[src/rtl/mem_access_unit_pkg.sv]
// mem_access_unit_pkg: shared size encodings, FSM states and request legality check
package mem_access_unit_pkg;

    localparam logic [1:0] SZ_BYTE = 2'd0;
    localparam logic [1:0] SZ_HALF = 2'd1;
    localparam logic [1:0] SZ_WORD = 2'd2;

    typedef enum logic [1:0] {IDLE, WDATA, ACCESS, ERROR} state_t;

    // Illegal: reserved size, misaligned half/word, or a burst of anything but words
    function automatic logic req_bad(input logic [1:0] size, input logic [1:0] addr_lo, input logic multi);
        return (size == 2'd3) || (size == SZ_HALF && addr_lo[0]) ||
               (size == SZ_WORD && addr_lo != 2'b00) || (multi && size != SZ_WORD);
    endfunction

endpackage

[src/rtl/mem_access_unit_load_aligner.sv]
// load_aligner: moves the addressed lane(s) of a memory word to bit 0 and extends them
module load_aligner
    import mem_access_unit_pkg::*;
#(
    parameter int DATA_W = 32,
    parameter int LB     = 2
) (
    input  logic [DATA_W-1:0] i_data,
    input  logic [LB-1:0]     i_lane,
    input  logic [1:0]        i_size,
    input  logic              i_signed,
    output logic [DATA_W-1:0] o_data
);

    logic [DATA_W-1:0] w_shift;

    // Shift the first addressed byte to lane 0, then zero- or sign-extend by size
    always_comb begin
        w_shift = i_data >> {i_lane, 3'b000};
        o_data  = (i_size == SZ_BYTE) ? (i_signed ? DATA_W'($signed(w_shift[7:0]))  : DATA_W'(w_shift[7:0]))  :
                  (i_size == SZ_HALF) ? (i_signed ? DATA_W'($signed(w_shift[15:0])) : DATA_W'(w_shift[15:0])) :
                                        (i_signed ? DATA_W'($signed(w_shift[31:0])) : DATA_W'(w_shift[31:0]));
    end

endmodule

[src/rtl/mem_access_unit.sv]
// mem_access_unit: byte/half/word load-store unit with word bursts onto a req/ack memory port
module mem_access_unit
    import mem_access_unit_pkg::*;
#(
    parameter int DATA_W    = 32,
    parameter int ADDR_W    = 32,
    parameter int MAX_BURST = 16
) (
    input  logic                         clk,
    input  logic                         reset,
    input  logic                         req_valid,
    output logic                         req_ready,
    input  logic                         req_write,
    input  logic [ADDR_W-1:0]            req_addr,
    input  logic [1:0]                   req_size,
    input  logic                         req_signed,
    input  logic [$clog2(MAX_BURST)-1:0] req_len,
    input  logic                         wdata_valid,
    output logic                         wdata_ready,
    input  logic [DATA_W-1:0]            wdata,
    output logic                         rdata_valid,
    output logic [DATA_W-1:0]            rdata,
    output logic                         done,
    output logic                         err,
    output logic                         mem_req,
    input  logic                         mem_ack,
    output logic                         mem_wen,
    output logic [DATA_W/8-1:0]          mem_be,
    output logic [ADDR_W-1:0]            mem_addr,
    output logic [DATA_W-1:0]            mem_wdata,
    input  logic [DATA_W-1:0]            mem_rdata
);

    localparam int NB = DATA_W / 8;
    localparam int LB = $clog2(NB);
    localparam int LW = $clog2(MAX_BURST);

    state_t            r_state, w_next;
    logic              r_live, r_write, r_signed, r_gap;
    logic [1:0]        r_size;
    logic [LW-1:0]     r_cnt;
    logic              w_accept, w_bad, w_ack, w_wfire;
    logic [NB-1:0]     w_be;
    logic [DATA_W-1:0] w_wrep, w_load;

    // Next state and handshake outputs; r_gap keeps mem_req low for the cycle after a read ack
    always_comb begin
        w_bad       = req_bad(req_size, req_addr[1:0], req_len != '0);
        req_ready   = r_live && r_state == IDLE;
        wdata_ready = r_state == WDATA;
        mem_req     = r_state == ACCESS && !r_gap;
        err         = r_state == ERROR;
        w_accept    = req_valid && req_ready;
        w_wfire     = wdata_valid && wdata_ready;
        w_ack       = mem_req && mem_ack;
        w_next      = r_state;
        case (r_state)
            IDLE:    if (w_accept) w_next = w_bad ? ERROR : (req_write ? WDATA : ACCESS);
            WDATA:   if (w_wfire) w_next = ACCESS;
            ACCESS:  if (w_ack) w_next = (r_cnt == '0) ? IDLE : (r_write ? WDATA : ACCESS);
            default: w_next = IDLE;
        endcase
    end

    // Byte enables of the request and the store data replicated across every lane
    always_comb begin
        w_be   = (req_size == SZ_BYTE) ? NB'(1) << req_addr[LB-1:0] :
                 (req_size == SZ_HALF) ? NB'(3) << (req_addr[LB-1:0] & ~LB'(1)) :
                                         NB'(15) << (req_addr[LB-1:0] & ~LB'(3));
        w_wrep = (r_size == SZ_BYTE) ? DATA_W'({NB{wdata[7:0]}}) :
                 (r_size == SZ_HALF) ? DATA_W'({(NB/2){wdata[15:0]}}) :
                                       DATA_W'({(NB/4){wdata[31:0]}});
    end

    load_aligner #(.DATA_W(DATA_W), .LB(LB)) u_align (
        .i_data   (mem_rdata),
        .i_lane   (mem_addr[LB-1:0]),
        .i_size   (r_size),
        .i_signed (r_signed),
        .o_data   (w_load)
    );

    // FSM state register
    always_ff @(posedge clk or negedge reset) begin
        if (!reset) r_state <= IDLE;
        else        r_state <= w_next;
    end

    // Request capture, beat counting, address advance and registered result pulses
    always_ff @(posedge clk or negedge reset) begin
        if (!reset) begin
            r_live      <= 1'b0;
            r_write     <= 1'b0;
            r_signed    <= 1'b0;
            r_gap       <= 1'b0;
            r_size      <= SZ_BYTE;
            r_cnt       <= '0;
            mem_addr    <= '0;
            mem_be      <= '0;
            mem_wen     <= 1'b0;
            mem_wdata   <= '0;
            rdata       <= '0;
            rdata_valid <= 1'b0;
            done        <= 1'b0;
        end else begin
            r_live      <= 1'b1;
            rdata_valid <= w_ack && !r_write;
            done        <= w_ack && r_cnt == '0;
            r_gap       <= w_ack && !r_write && r_cnt != '0;
            if (w_accept && !w_bad) begin
                r_write  <= req_write;
                r_signed <= req_signed;
                r_size   <= req_size;
                r_cnt    <= req_len;
                mem_addr <= req_addr;
                mem_be   <= w_be;
                mem_wen  <= req_write;
            end
            if (w_wfire) mem_wdata <= w_wrep;
            if (w_ack && !r_write) rdata <= w_load;
            if (w_ack && r_cnt != '0) begin
                r_cnt    <= r_cnt - LW'(1);
                mem_addr <= mem_addr + ADDR_W'(NB);
            end
        end
    end

endmodule

[config.mk]
export PLATFORM = sky130hd
export DESIGN_NAME = mem_access_unit
export DESIGN_NICKNAME = d
export VERILOG_FILES = /design/src/rtl/mem_access_unit_pkg.sv /design/src/rtl/mem_access_unit_load_aligner.sv /design/src/rtl/mem_access_unit.sv
export SDC_FILE = /design/constraint.sdc
export NUM_CORES = 1
export LEC_CHECK = 0
export BUFFER_PORTS_ARGS = -buffer_cell sky130_fd_sc_hd__buf_2
export CORE_MARGIN = 2
export CORE_UTILIZATION = 55
export DETAILED_ROUTE_END_ITERATION = 8
export PLACE_DENSITY = 0.95
export SYNTH_ARGS = -nofsm -noshare
export SYNTH_HDL_FRONTEND = slang
export SYNTH_HIERARCHICAL = 1
export SYNTH_SLANG_ARGS = --single-unit
[constraint.sdc]
create_clock -name clk -period 5.5 [get_ports clk]
set_input_delay 0.55 -clock clk [delete_from_list [all_inputs] [get_ports clk]]
set_output_delay 0.55 -clock clk [all_outputs]
set_load 0.03 [all_outputs]
# == Yosys cells after proc, flatten, opt, wreduce, memory -nomap -nowiden ==
# Index checks and enable logic that the tools add are counted.
# word_totals
ff_bits,114
latchBits,0
mem_bits_rw,0
rom_bits,0
in_bits,109
out_inout_bits,107
wordCells,77
n_memories,0
# classes
addsub,2
multipliers,0
div_mod_pow,0
order_cmp,0
n_eq_ne,11
shift,3
muxes,20
bitwise_logic,0
n_reduce_logical,28
# ops
cell,count
2-to-1 mux 32 bit,8
"adder 32 x 3 -> 32 bit, second input constant",1
right shift 32 x 5 -> 32 bit,1
2-to-1 mux 4 bit,4
2-to-1 mux 2 bit,7
logical AND 1 bit,13
"equality test 2 bit, second input constant",4
nonzero test 4 bit,2
"equality test 2 x 1 -> 1 bit, second input constant",3
logical NOT 2 bit,3
"inequality test 2 bit, second input constant",3
case mux 2 bit (3 select lines),1
logical NOT 4 bit,1
nonzero test 2 bit,2
"<< shifter 1 x 2 -> 4 bit, first input constant",1
"<< shifter 2 x 2 -> 4 bit, first input constant",1
"subtractor 4 x 1 -> 4 bit, second input constant",1
logical NOT 1 bit,3
logical OR 1 bit,3
AND reduction 3 bit,1
"inequality test 2 x 1 -> 1 bit, second input constant",1

# == Longest topological paths before layout ==
# Gate-level depths: netlist of the first run.
# logic_depth
word_depth,9
mapped_depth,9
mapped_depth_nobuf,7

# == Cells and area by module ==
# Netlist of the first run, hierarchy kept.
# modules_own_cells
module,n_inst,cells_each,area_each_um2,seq_area_each_um2
mem_access_unit,1,520,5393.9,2852.7
load_aligner,1,124,912.1,0.0

# == Least setup slack after synthesis of the first run ==
# Ideal clock, no wire load.
# synth_timing
path_type,register to register
from,reg r_state[0]
to,reg mem_addr[14]
setup_time_ns,0.141
arrival_ns,1.940
t_required_ns,5.359
slack_ns,3.418
stages_incl_launch_ff,6
path_buffers,0
synth_period_minus_slack_ns,2.082
cell_sequence,dfrtp_1 > nor3b_2 > nand3_1 > or4_1 > nand3_1 > o211ai_1
# synth_between
elab_chain_len,5
word_cells_on_any_way,10
cone_classes,eq/ne (1); mux (1); reduce/logical (8)
# synth_rtl
element,line_no,text
from (decl),mem_access_unit.sv:38,"state_t r_state, w_next;"
from (signal assigned),mem_access_unit.sv:86,else r_state <= w_next;
equality test 2 bit *,mem_access_unit.sv:51,mem_req = r_state == ACCESS && !r_gap;
logical AND 1 bit *,mem_access_unit.sv:51,
named net mem_req,mem_access_unit.sv:25,"output logic mem_req,"
logical AND 1 bit *,mem_access_unit.sv:55,w_ack = mem_req && mem_ack;
logical AND 1 bit *,mem_access_unit.sv:121,if (w_ack && r_cnt != '0) begin
2-to-1 mux 32 bit / nonzero test 2 bit (equally long branches),--,
to (signal assigned),mem_access_unit.sv:115,mem_addr <= req_addr;
to (signal assigned),mem_access_unit.sv:123,mem_addr <= mem_addr + ADDR_W'(NB);
to (decl),mem_access_unit.sv:29,"output logic [ADDR_W-1:0] mem_addr,"
# The timed path passes the listed nets; every way through them passes the cells marked *.
# A chain may end at the register's enable or synchronous reset.

# == Worst setup path in the final report of the first run ==
# layout_timing
from,reg r_cnt[0]
to,reg mem_addr[14]
# layout_between
elab_chain_len,3
word_cells_on_any_way,4
cone_classes,mux (1); reduce/logical (3)
# layout_rtl
element,line_no,text
from (decl),mem_access_unit.sv:41,logic [LW-1:0] r_cnt;
from (signal assigned),mem_access_unit.sv:114,r_cnt <= req_len;
from (signal assigned),mem_access_unit.sv:122,r_cnt <= r_cnt - LW'(1);
nonzero test 4 bit *,mem_access_unit.sv:121,
logical AND 1 bit *,mem_access_unit.sv:121,
2-to-1 mux 32 bit / nonzero test 2 bit (equally long branches),--,
# Every way passes the cells marked *; elsewhere a longest branch is shown, timed or not.

==> impl_metrics.env, run 1 <==
export IMPL_status="finished clean"
export IMPL_final_cell_mix="buf_2, dfrtp_1, nand2_1, mux2_2, o21ai_0"
export IMPL_areaGrowthSynthToFinish_pct=26.7
export IMPL_slew_headroom_pct=30.3
export IMPL_syn_inst=644
export IMPL_p_sw_mw=2.15
export IMPL_cts_root_buf="clkbuf_16"
export IMPL_maxSlewViolCount=0
export IMPL_leakagePower_nw=3.93
export IMPL_clk_pin_slew_ps=50
export IMPL_synth_distinct_cells=61
export IMPL_io_pin_count=216
export IMPL_finalCriticalPeriod_ps=2740
export IMPL_pwr_density_cell_nw_per_um2=600
export IMPL_p_sw_share_pct=44.9
export IMPL_multi_input_area_um2=3230
export IMPL_layout_commonest_cell="buf_2"
export IMPL_regArea_um2=2850
export IMPL_rows=39
export IMPL_path_class="flop to flop"
export IMPL_fp_dieArea_um2=12300
export IMPL_cp_max_fo=27
export IMPL_seqPwrFrac_pct=31.1
export IMPL_synth_warnings=6
export IMPL_hold_path_class="input pin to asynchronous set/reset pin"
export IMPL_h_tree_depth=4
export IMPL_postSynthAreaPerCell_um2=9.79
export IMPL_cp_required_ps=5780
export IMPL_ys_seq_area_share_pct=45.2
export IMPL_clkPwrFrac_pct=21.6
export IMPL_p_int_mw=2.64
export IMPL_n_antenna_cell=0
export IMPL_synth_ff_type="dfrtp_1"
export IMPL_p_comb_share_pct=47.3
export IMPL_critPathMaxStageDelay_ps=790
export IMPL_cts_buffer_depth=2
export IMPL_antenna_found_initial=0
export IMPL_fmax_ghz=0.365
export IMPL_postSynthRegisterBits=114
export IMPL_synth_edf_count=0
export IMPL_fin_nets=957
export IMPL_fp_coreArea_um2=11300
export IMPL_finalSetupViolCount=0
export IMPL_synth_nets=755
export IMPL_fp_dieW_um=111
export IMPL_die_y_um=111
export IMPL_hold_violations=0
export IMPL_grt_max_degree=83
export IMPL_endpoint_kind="flop"
export IMPL_num_vias=6036
export IMPL_drive_gt1_share_pct=38.5
export IMPL_max_slew_worst_pin_slew_ps=1040
export IMPL_clock_sinks=114
export IMPL_peakVddDrop_v=0.000377
export IMPL_overflow=0
export IMPL_ctsHoldBuffers=0
export IMPL_setup_tns_ps=0
export IMPL_path_cells="inv_1 > ha_1 > or3b_2 > nand3_1 > or4_1 > nand3_1 > o211ai_1"
export IMPL_avgViaCountPerCell=6.03
export IMPL_hpwlAfterDp_mm=12.6
export IMPL_finalCritPeriodShare_pct=49.9
export IMPL_placed_area_um2=7430
export IMPL_crit_path_top_delay_cell="or4_1"
export IMPL_io_buffers=215
export IMPL_grt_first_pass_wirelength_mm=29.7
export IMPL_cap_violations=0
export IMPL_drt_pre_antenna_iters=5
export IMPL_stdcell_area_um2=7990
export IMPL_post_drt_wl_per_cell_um=18.4
export IMPL_postCtsResizedCells=0
export IMPL_startpoint_type="flop"
export IMPL_syn_area_um2=6310
export IMPL_drtIter0Drc=671
export IMPL_async_flop_share_pct=100
export IMPL_nFillCells=850
export IMPL_wirelength_mm=18.5
export IMPL_worstSkewPairLatency_ps=410
export IMPL_clock_skew_ps=7.47
export IMPL_postRouteAntennaNets=0
export IMPL_initial_utilization_pct=55.7
export IMPL_rsz0062_at_grt="no"
export IMPL_drc=0
export IMPL_path_common_cell="nand3_1"
export IMPL_post_cts_buffers=0
export IMPL_gp_congestion=0.913
export IMPL_grtUsageTotal_pct=30.1
export IMPL_cts_tree="done"
export IMPL_grt_pass1_vias=5828
export IMPL_arrival_ps=3020
export IMPL_numCtsBuffers=17
## sequential cells by signal, indices dropped and copies added, names as in the netlist
signal	count
done	1
r_signed	1
r_gap	1
rdata	32
r_live	1
mem_addr	32
r_write	1
r_cnt	4
rdata_valid	1
mem_wdata	32
r_size	2
mem_be	4
r_state	2
## logic make-up (layout without fill, tap and decap cells)
| kind of cell | Yosys count | in the layout | synth area share, % |
|---|---|---|---|
| multiplexers | 85 | 85 | 14.5 |
| AND/OR/NAND/NOR | 235 | 235 | 19.0 |
| buffers and inverters | 49 | 263 | 3.71 |
| XOR/XNOR | 7 | 7 | 0.972 |
| other | 1 | 1 | 0.0595 |
| flip-flops | 114 | 114 | 45.2 |
| AO/OA/AOI/OAI | 151 | 151 | 16.1 |
| adder cells (fa/ha/maj) | 2 | 2 | 0.397 |
## critical path: cells and delay by family (launching register included)
kind	cells	cell delay, ps
and+or+nand+nor	4	1790
AOI/OAI and AO/OA	1	110
DFF	1	400
buffers and inverters	1	80
adders and majority gates	1	230
## per-layer routing
| layer | up-vias | routed length [um] | global-route usage, % |
|---|---|---|---|
| li1 | 2743 | - | - |
| met1 | 2864 | 7470 | 38.4 |
| met2 | 359 | 8990 | 49.2 |
| met3 | 70 | 1330 | 5.90 |
| met4 | 0 | 668 | 14.8 |
| met5 | - | 0 | 0 |
## area by class of cell
class,instances,share of cell area [%]
Multi-Input combinational cell,481,40.4
Sequential cell,114,35.7
Timing Repair Buffer,222,14.2
Clock buffer,26,6.37
Tap cell,143,2.24
Clock inverter,5,0.626
Inverter,10,0.470
## worst paths after layout
kind / end / depth (start not counted) / slack, ps / startpoint
setup / recovery: mem_addr[14] / 7 / 2760 / r_cnt[0]
hold / removal: rdata[22] / 1 / 340 / reset
setup reg to reg: mem_addr[14] / 7 / 2760 / r_cnt[0]
hold reg to reg: mem_wdata[24] / 2 / 470 / mem_wdata[24]
max in group asynchronous: r_signed / 2 / 4140 / reset
min in group clk: mem_addr[8] / 3 / 340 / req_addr[8]
## synthesized netlist by cell type, drive strengths merged, types with 8 or more instances
master / instances / area, um^2
o211ai: 26 / 245
mux2i: 36 / 360
nor2b: 9 / 56.3
clkbuf: 15 / 57.6
dfrtp: 114 / 2850
inv: 10 / 37.5
nand3: 38 / 195
mux2: 49 / 552
nand4: 9 / 62.6
buf: 24 / 139
a21boi: 8 / 60.1
or3: 8 / 50.1
nor2: 30 / 113
a21oi: 31 / 159
nand2: 96 / 360
o21ai: 51 / 255
## per-stage QoR
step                total power, mW  util, %  setup WS [ps]  hold slack (ps)  std cells
detailed placement             3.72     65.6           2830              465        970
CTS                            4.79     70.6           2810              332       1001
finish                         4.79     70.6           2760              342       1001
floorplan                      3.06        -           3420              254        644
global placement               3.64     65.6           2910              457        970
global route                   5.04     70.6           2620              353       1001
## power by group through the flow
stage | Combinational [mW] | Clock, mW | Sequential [mW]
3_3_place_gp | 2.17 | 0 | 1.47
5_1_grt | 2.41 | 1.09 | 1.54
3_5_place_dp | 2.24 | 0 | 1.49
6_report | 2.27 | 1.03 | 1.49
4_1_cts | 2.26 | 1.05 | 1.48
2_1_floorplan | 1.00 | 0 | 2.06
(Power assumes the default switching activity.)
==> run 2, diff against run 1 <==
CORE_UTILIZATION = 46   (was 55)
PLACE_DENSITY = 0.87   (was 0.95)
clock period = 2.5 ns   (was 5.5 ns; I/O delays follow)
==> run 2 against run 1 <==
Against the previous run:
- clock power increased by 130%
- core utilization fell by 8.8 points
- non-clock buffer count is 16 higher
- die area grew 19%
- count of clock-buffer cells in the layout shrank 3
- design area increased by 2.8%
- maximum frequency grew 28%
- global-route usage is 5.6 points lower
- final cell count rose by 5.0%
- clock skew up 2.3 ps
- first-iteration DRC count down 23%
==> impl_metrics.env, run 2 (synthesis results as in run 1) <==
export IMPL_overflow=0
export IMPL_fmax_ghz=0.466
export IMPL_h_tree_depth=4
export IMPL_hold_path_end="r_signed"
export IMPL_leakagePower_nw=4.02
export IMPL_crit_path_top_delay_cell="nor4_4"
export IMPL_path_delay_family="simple AND/OR/NAND/NOR gates"
export IMPL_worstSkewPairLatency_ps=410
export IMPL_maxSlewViolCount=0
export IMPL_path_cells="ha_1 > nand4_1 > nor4_4 > nand3_1 > or3_1 > nand3_1"
export IMPL_finalCritPeriodShare_pct=85.9
export IMPL_finalSetupViolCount=0
export IMPL_critPathMaxStageDelay_ps=470
export IMPL_max_slew_worst_pin_slew_ps=683
export IMPL_cap_violations=0
export IMPL_drc=0
export IMPL_final_cell_mix="buf_2, dfrtp_1, nand2_1, mux2_2, o21ai_0"
export IMPL_cts_buffer_depth=2
export IMPL_hold_violations=0
export IMPL_n_antenna_cell=0
export IMPL_hold_path_class="input pin to flop"
export IMPL_layout_commonest_cell="buf_2"
export IMPL_path_depth=6
export IMPL_startpoint_type="flop"
export IMPL_arrival_ps=2480
export IMPL_grt_max_degree=74
export IMPL_total_power_mw=10.7
export IMPL_stdcell_area_um2=8210
export IMPL_wirelength_mm=17.9
export IMPL_status="finished clean"
export IMPL_drive_gt1_share_pct=39.7
export IMPL_fp_dieW_um=121
export IMPL_reg2reg_slack_ps=350
export IMPL_peakVddDrop_v=0.000649
export IMPL_grtUsageTotal_pct=24.4
export IMPL_io_pin_count=216
export IMPL_slew_headroom_pct=54.5
export IMPL_path_class="flop to flop"
export IMPL_die_y_um=121
export IMPL_avgViaCountPerCell=5.69
export IMPL_gp_congestion=0.926
export IMPL_endpoint_kind="flop"
export IMPL_cp_max_fo=8
export IMPL_nFillCells=1112
export IMPL_post_drt_wl_per_cell_um=17.0
export IMPL_clk_pin_slew_ps=50
export IMPL_rows=42
export IMPL_cp_required_ps=2840
export IMPL_r2r_end="mem_addr[28]"
export IMPL_path_common_cell="nand3_1"
export IMPL_postCtsResizedCells=0
export IMPL_grt_first_pass_wirelength_mm=28.2
export IMPL_initial_utilization_pct=47.4
export IMPL_ff2ff_path_depth=6
export IMPL_hpwlAfterDp_mm=12.8
export IMPL_r2r_start="mem_addr[2]"
export IMPL_fp_dieArea_um2=14700
export IMPL_drtIter0Drc=519
export IMPL_num_vias=5980
export IMPL_pwr_density_cell_nw_per_um2=1300
export IMPL_cts_tree="done"
export IMPL_hp_start="req_signed"
export IMPL_rsz0062_at_grt="no"
export IMPL_io_buffers=215
export IMPL_path_buf_inv=0
export IMPL_fp_coreArea_um2=13300
export IMPL_placed_area_um2=7620
export IMPL_clock_skew_ps=9.80
export IMPL_clock_sinks=114
export IMPL_areaGrowthSynthToFinish_pct=30.3
export IMPL_drt_pre_antenna_iters=5
export IMPL_top_regs="mem_addr x32, mem_wdata x32, rdata x32"
export IMPL_numCtsBuffers=17
export IMPL_hold_path_depth=3
export IMPL_cts_root_buf="clkbuf_16"
export IMPL_setup_tns_ps=0
export IMPL_grt_pass1_vias=5706
export IMPL_fin_nets=973
export IMPL_postRouteAntennaNets=0
export IMPL_finalCriticalPeriod_ps=2150
export IMPL_antenna_found_initial=0
## run 2: per-layer routing
| metal | vias up | track usage, % | wire [um] |
|---|---|---|---|
| li1 | 2786 | - | - |
| met1 | 2877 | 31.7 | 7600 |
| met2 | 271 | 39.2 | 8490 |
| met3 | 46 | 5.55 | 1270 |
| met4 | 0 | 10.7 | 536 |
| met5 | - | 0 | 0 |
## run 2: where the power goes
part           leakage [nW]  switching, mW  internal, mW
combinational          2.28           3.21          1.82
clock                 0.275          0.834          1.54
sequential             1.46          0.678          2.61
## run 2: timing repair
| action | CTS | global route |
|---|---|---|
| buffers inserted | 0 | 0 |
| hold buffers | 1 | 0 |
| hold endpoints to repair | 12 | 0 |
## run 2: final cells by class
class | instances | area, um^2 | area share [%]
multi-input combinational | 481 | 3230 | 39.3
timing repair buffer | 238 | 1290 | 15.7
clock buffer | 23 | 478 | 5.82
sequential | 114 | 2850 | 34.7
clock inverter | 9 | 105 | 1.28
inverter | 10 | 37.5 | 0.457
tap | 176 | 220 | 2.68
## run 2: how the worst max path moves through the flow
stage	from	to	slack [ps]
after detailed placement	r_cnt[0]	mem_addr[19]	400
after global placement	r_cnt[0]	mem_addr[19]	510
final	mem_addr[2]	mem_addr[28]	350
after CTS	r_cnt[0]	mem_addr[18]	380
after floorplan	r_state[0]	mem_addr[14]	420
after global routing	r_cnt[1]	mem_addr[18]	190
## run 2: worst reg2reg max path, delay by kind of cell (launching register included)
family                     cells  cell delay [ps]
DFF                            1              460
and+or+nand+nor                5             1360
adders and majority gates      1              260
## run 2: metrics by stage
step           instances  hold WS (ps)  setup WS (ps)  utilization (%)
6_report            1051          42.5            353             61.8
4_1_cts             1051          24.2            377             61.8
3_5_place_dp        1018           115            403             57.3
2_1_floorplan        644         -45.6            418                -
3_3_place_gp        1018           113            507             57.3
5_1_grt             1051          25.9            190             61.8
==> run 3, diff against run 2 <==
CORE_UTILIZATION = 25   (was 46)
PLACE_DENSITY = 0.57   (was 0.87)
==> run 3 against run 2 <==
Against the previous run:
- maximum frequency rose by 3.3%
- register-to-register slack improved by 70 ps
- non-clock buffer count rose by 3
- critical endpoint unchanged
- sequential share of layout area fell by 1.1 points
- count of clock-buffer cells in the layout fell by 3
- core utilization fell by 28 points
- first-iteration DRC count fell by 28%
- design area rose by 3.2%
- wire length rose by 12%
- highest routed layer unchanged
- clock skew rose by 1.8 ps
- die area rose by 81%
==> impl_metrics.env, run 3 (synthesis results as in run 1) <==
export IMPL_cts_buffer_depth=2
export IMPL_maxSlewViolCount=0
export IMPL_critPathMaxStageDelay_ps=460
export IMPL_layout_commonest_cell="buf_2"
export IMPL_n_antenna_cell=0
export IMPL_clk_pin_slew_ps=60
export IMPL_fp_dieW_um=163
export IMPL_final_cell_mix="buf_2, dfrtp_1, nand2_1, mux2_2, o21ai_0"
export IMPL_drtIter0Drc=372
export IMPL_finalCriticalPeriod_ps=2080
export IMPL_cp_max_fo=8
export IMPL_avgViaCountPerCell=4.74
export IMPL_grtUsageTotal_pct=15.3
export IMPL_grt_first_pass_wirelength_mm=31.5
export IMPL_initial_utilization_pct=25.3
export IMPL_wirelength_mm=20.0
export IMPL_io_buffers=215
export IMPL_cp_required_ps=2840
export IMPL_finalCritPeriodShare_pct=83.2
export IMPL_hold_path_class="input pin to flop"
export IMPL_rows=58
export IMPL_path_class="flop to flop"
export IMPL_cts_root_buf="clkbuf_16"
export IMPL_top_regs="mem_addr x32, mem_wdata x32, rdata x32"
export IMPL_cap_violations=0
export IMPL_layout_setup_ws_ps=421
export IMPL_setup_tns_ps=0
export IMPL_max_slew_worst_pin_slew_ps=693
export IMPL_clock_sinks=114
export IMPL_arrival_ps=2420
export IMPL_startpoint_type="flop"
export IMPL_pre_cts_ws_ps=441
export IMPL_endpoint_kind="flop"
export IMPL_grt_pass1_vias=5620
export IMPL_leakagePower_nw=4.04
export IMPL_fp_coreArea_um2=25000
export IMPL_reg2reg_slack_ps=420
export IMPL_areaGrowthSynthToFinish_pct=34.4
export IMPL_cts_tree="done"
export IMPL_worstSkewPairLatency_ps=410
export IMPL_crit_path_top_delay_cell="dfrtp_1"
export IMPL_post_cts_buffers=0
export IMPL_post_drt_wl_per_cell_um=16.6
export IMPL_slew_headroom_pct=53.7
export IMPL_hpwlAfterDp_mm=15.0
export IMPL_hold_violations=0
export IMPL_finalSetupViolCount=0
export IMPL_status="finished clean"
export IMPL_peakVddDrop_v=0.000529
export IMPL_postRouteAntennaNets=0
export IMPL_drive_gt1_share_pct=40.1
export IMPL_pwr_density_cell_nw_per_um2=1290
export IMPL_drc=0
export IMPL_gp_congestion=0.808
export IMPL_antenna_found_initial=0
export IMPL_fin_nets=976
export IMPL_path_cells="ha_1 > nand4_1 > nor4_4 > nand3_1 > or3_1 > nand3_1"
export IMPL_grt_max_degree=59
export IMPL_drt_pre_antenna_iters=4
export IMPL_io_pin_count=216
export IMPL_die_y_um=163
export IMPL_path_common_cell="nand3_1"
export IMPL_fp_dieArea_um2=26500
export IMPL_num_vias=5721
export IMPL_numCtsBuffers=17
export IMPL_postCtsResizedCells=0
export IMPL_clock_skew_ps=11.6
export IMPL_fmax_ghz=0.481
export IMPL_rsz0062_at_grt="no"
export IMPL_h_tree_depth=4
export IMPL_overflow=0
run 3: routing by layer:
layer | part of all wire [%] | track usage, %
met1 | 47 | 20.6
met2 | 46 | 24.3
met3 | 5.6 | 4.23
met4 | 0.97 | 3.66
met5 | 0 | 0
run 3: worst max-delay path, delay by kind of cell (launching register included):
| kind | cells | cell delay [ps] |
|---|---|---|
| and+or+nand+nor | 5 | 1280 |
| DFF | 1 | 460 |
| adders and majority gates | 1 | 260 |
run 3: path summary, 6_finish.rpt:
check,startpoint,to,cells past startpoint
min in group asynchronous,reset,mem_addr[25],2
max in group asynchronous,reset,mem_addr[0],3
max,mem_addr[2],mem_addr[28],6
min,req_addr[6],mem_addr[6],3
min reg2reg,mem_wdata[18],mem_wdata[18],2
max reg2reg,mem_addr[2],mem_addr[28],6
run 3: layout make-up:
type / instances / area (um^2)
Multi-Input combinational cell: 481 / 3230
Inverter: 10 / 37.5
Tap cell: 330 / 413
Sequential cell: 114 / 2850
Fill cell: 2614 / 16500
Timing Repair Buffer: 241 / 1310
Clock inverter: 12 / 181
Clock buffer: 20 / 447
run 3: metrics by stage:
| stage | instances | power [mW] | utilization [%] | instance area (um^2) | hold WS [ps] |
|---|---|---|---|---|---|
| 5_1_grt | 1208 | 11.7 | 34.0 | 8480 | 27.3 |
| 4_1_cts | 1208 | 11.1 | 34.0 | 8480 | 20.8 |
| 3_3_place_gp | 1175 | 8.35 | 31.4 | 7840 | 190 |
| 2_1_floorplan | 644 | 6.73 | - | 6310 | -45.6 |
| 6_report | 1208 | 10.9 | 34.0 | 8480 | 42.6 |
| 3_5_place_dp | 1175 | 8.42 | 31.4 | 7840 | 181 |
run 3: where the power goes:
part	leakage, nW	internal (mW)	switching, mW
registers	1.46	2.61	0.665
logic	2.29	1.84	3.22
clock network	0.293	1.70	0.919
run 3: what timing repair did:
| item | 4_1_cts | 5_1_grt |
|---|---|---|
| hold buffers | 1 | 0 |
| endpoints found under the hold margin | 20 | 0 |
| endpoints found under the setup margin | 0 | 0 |
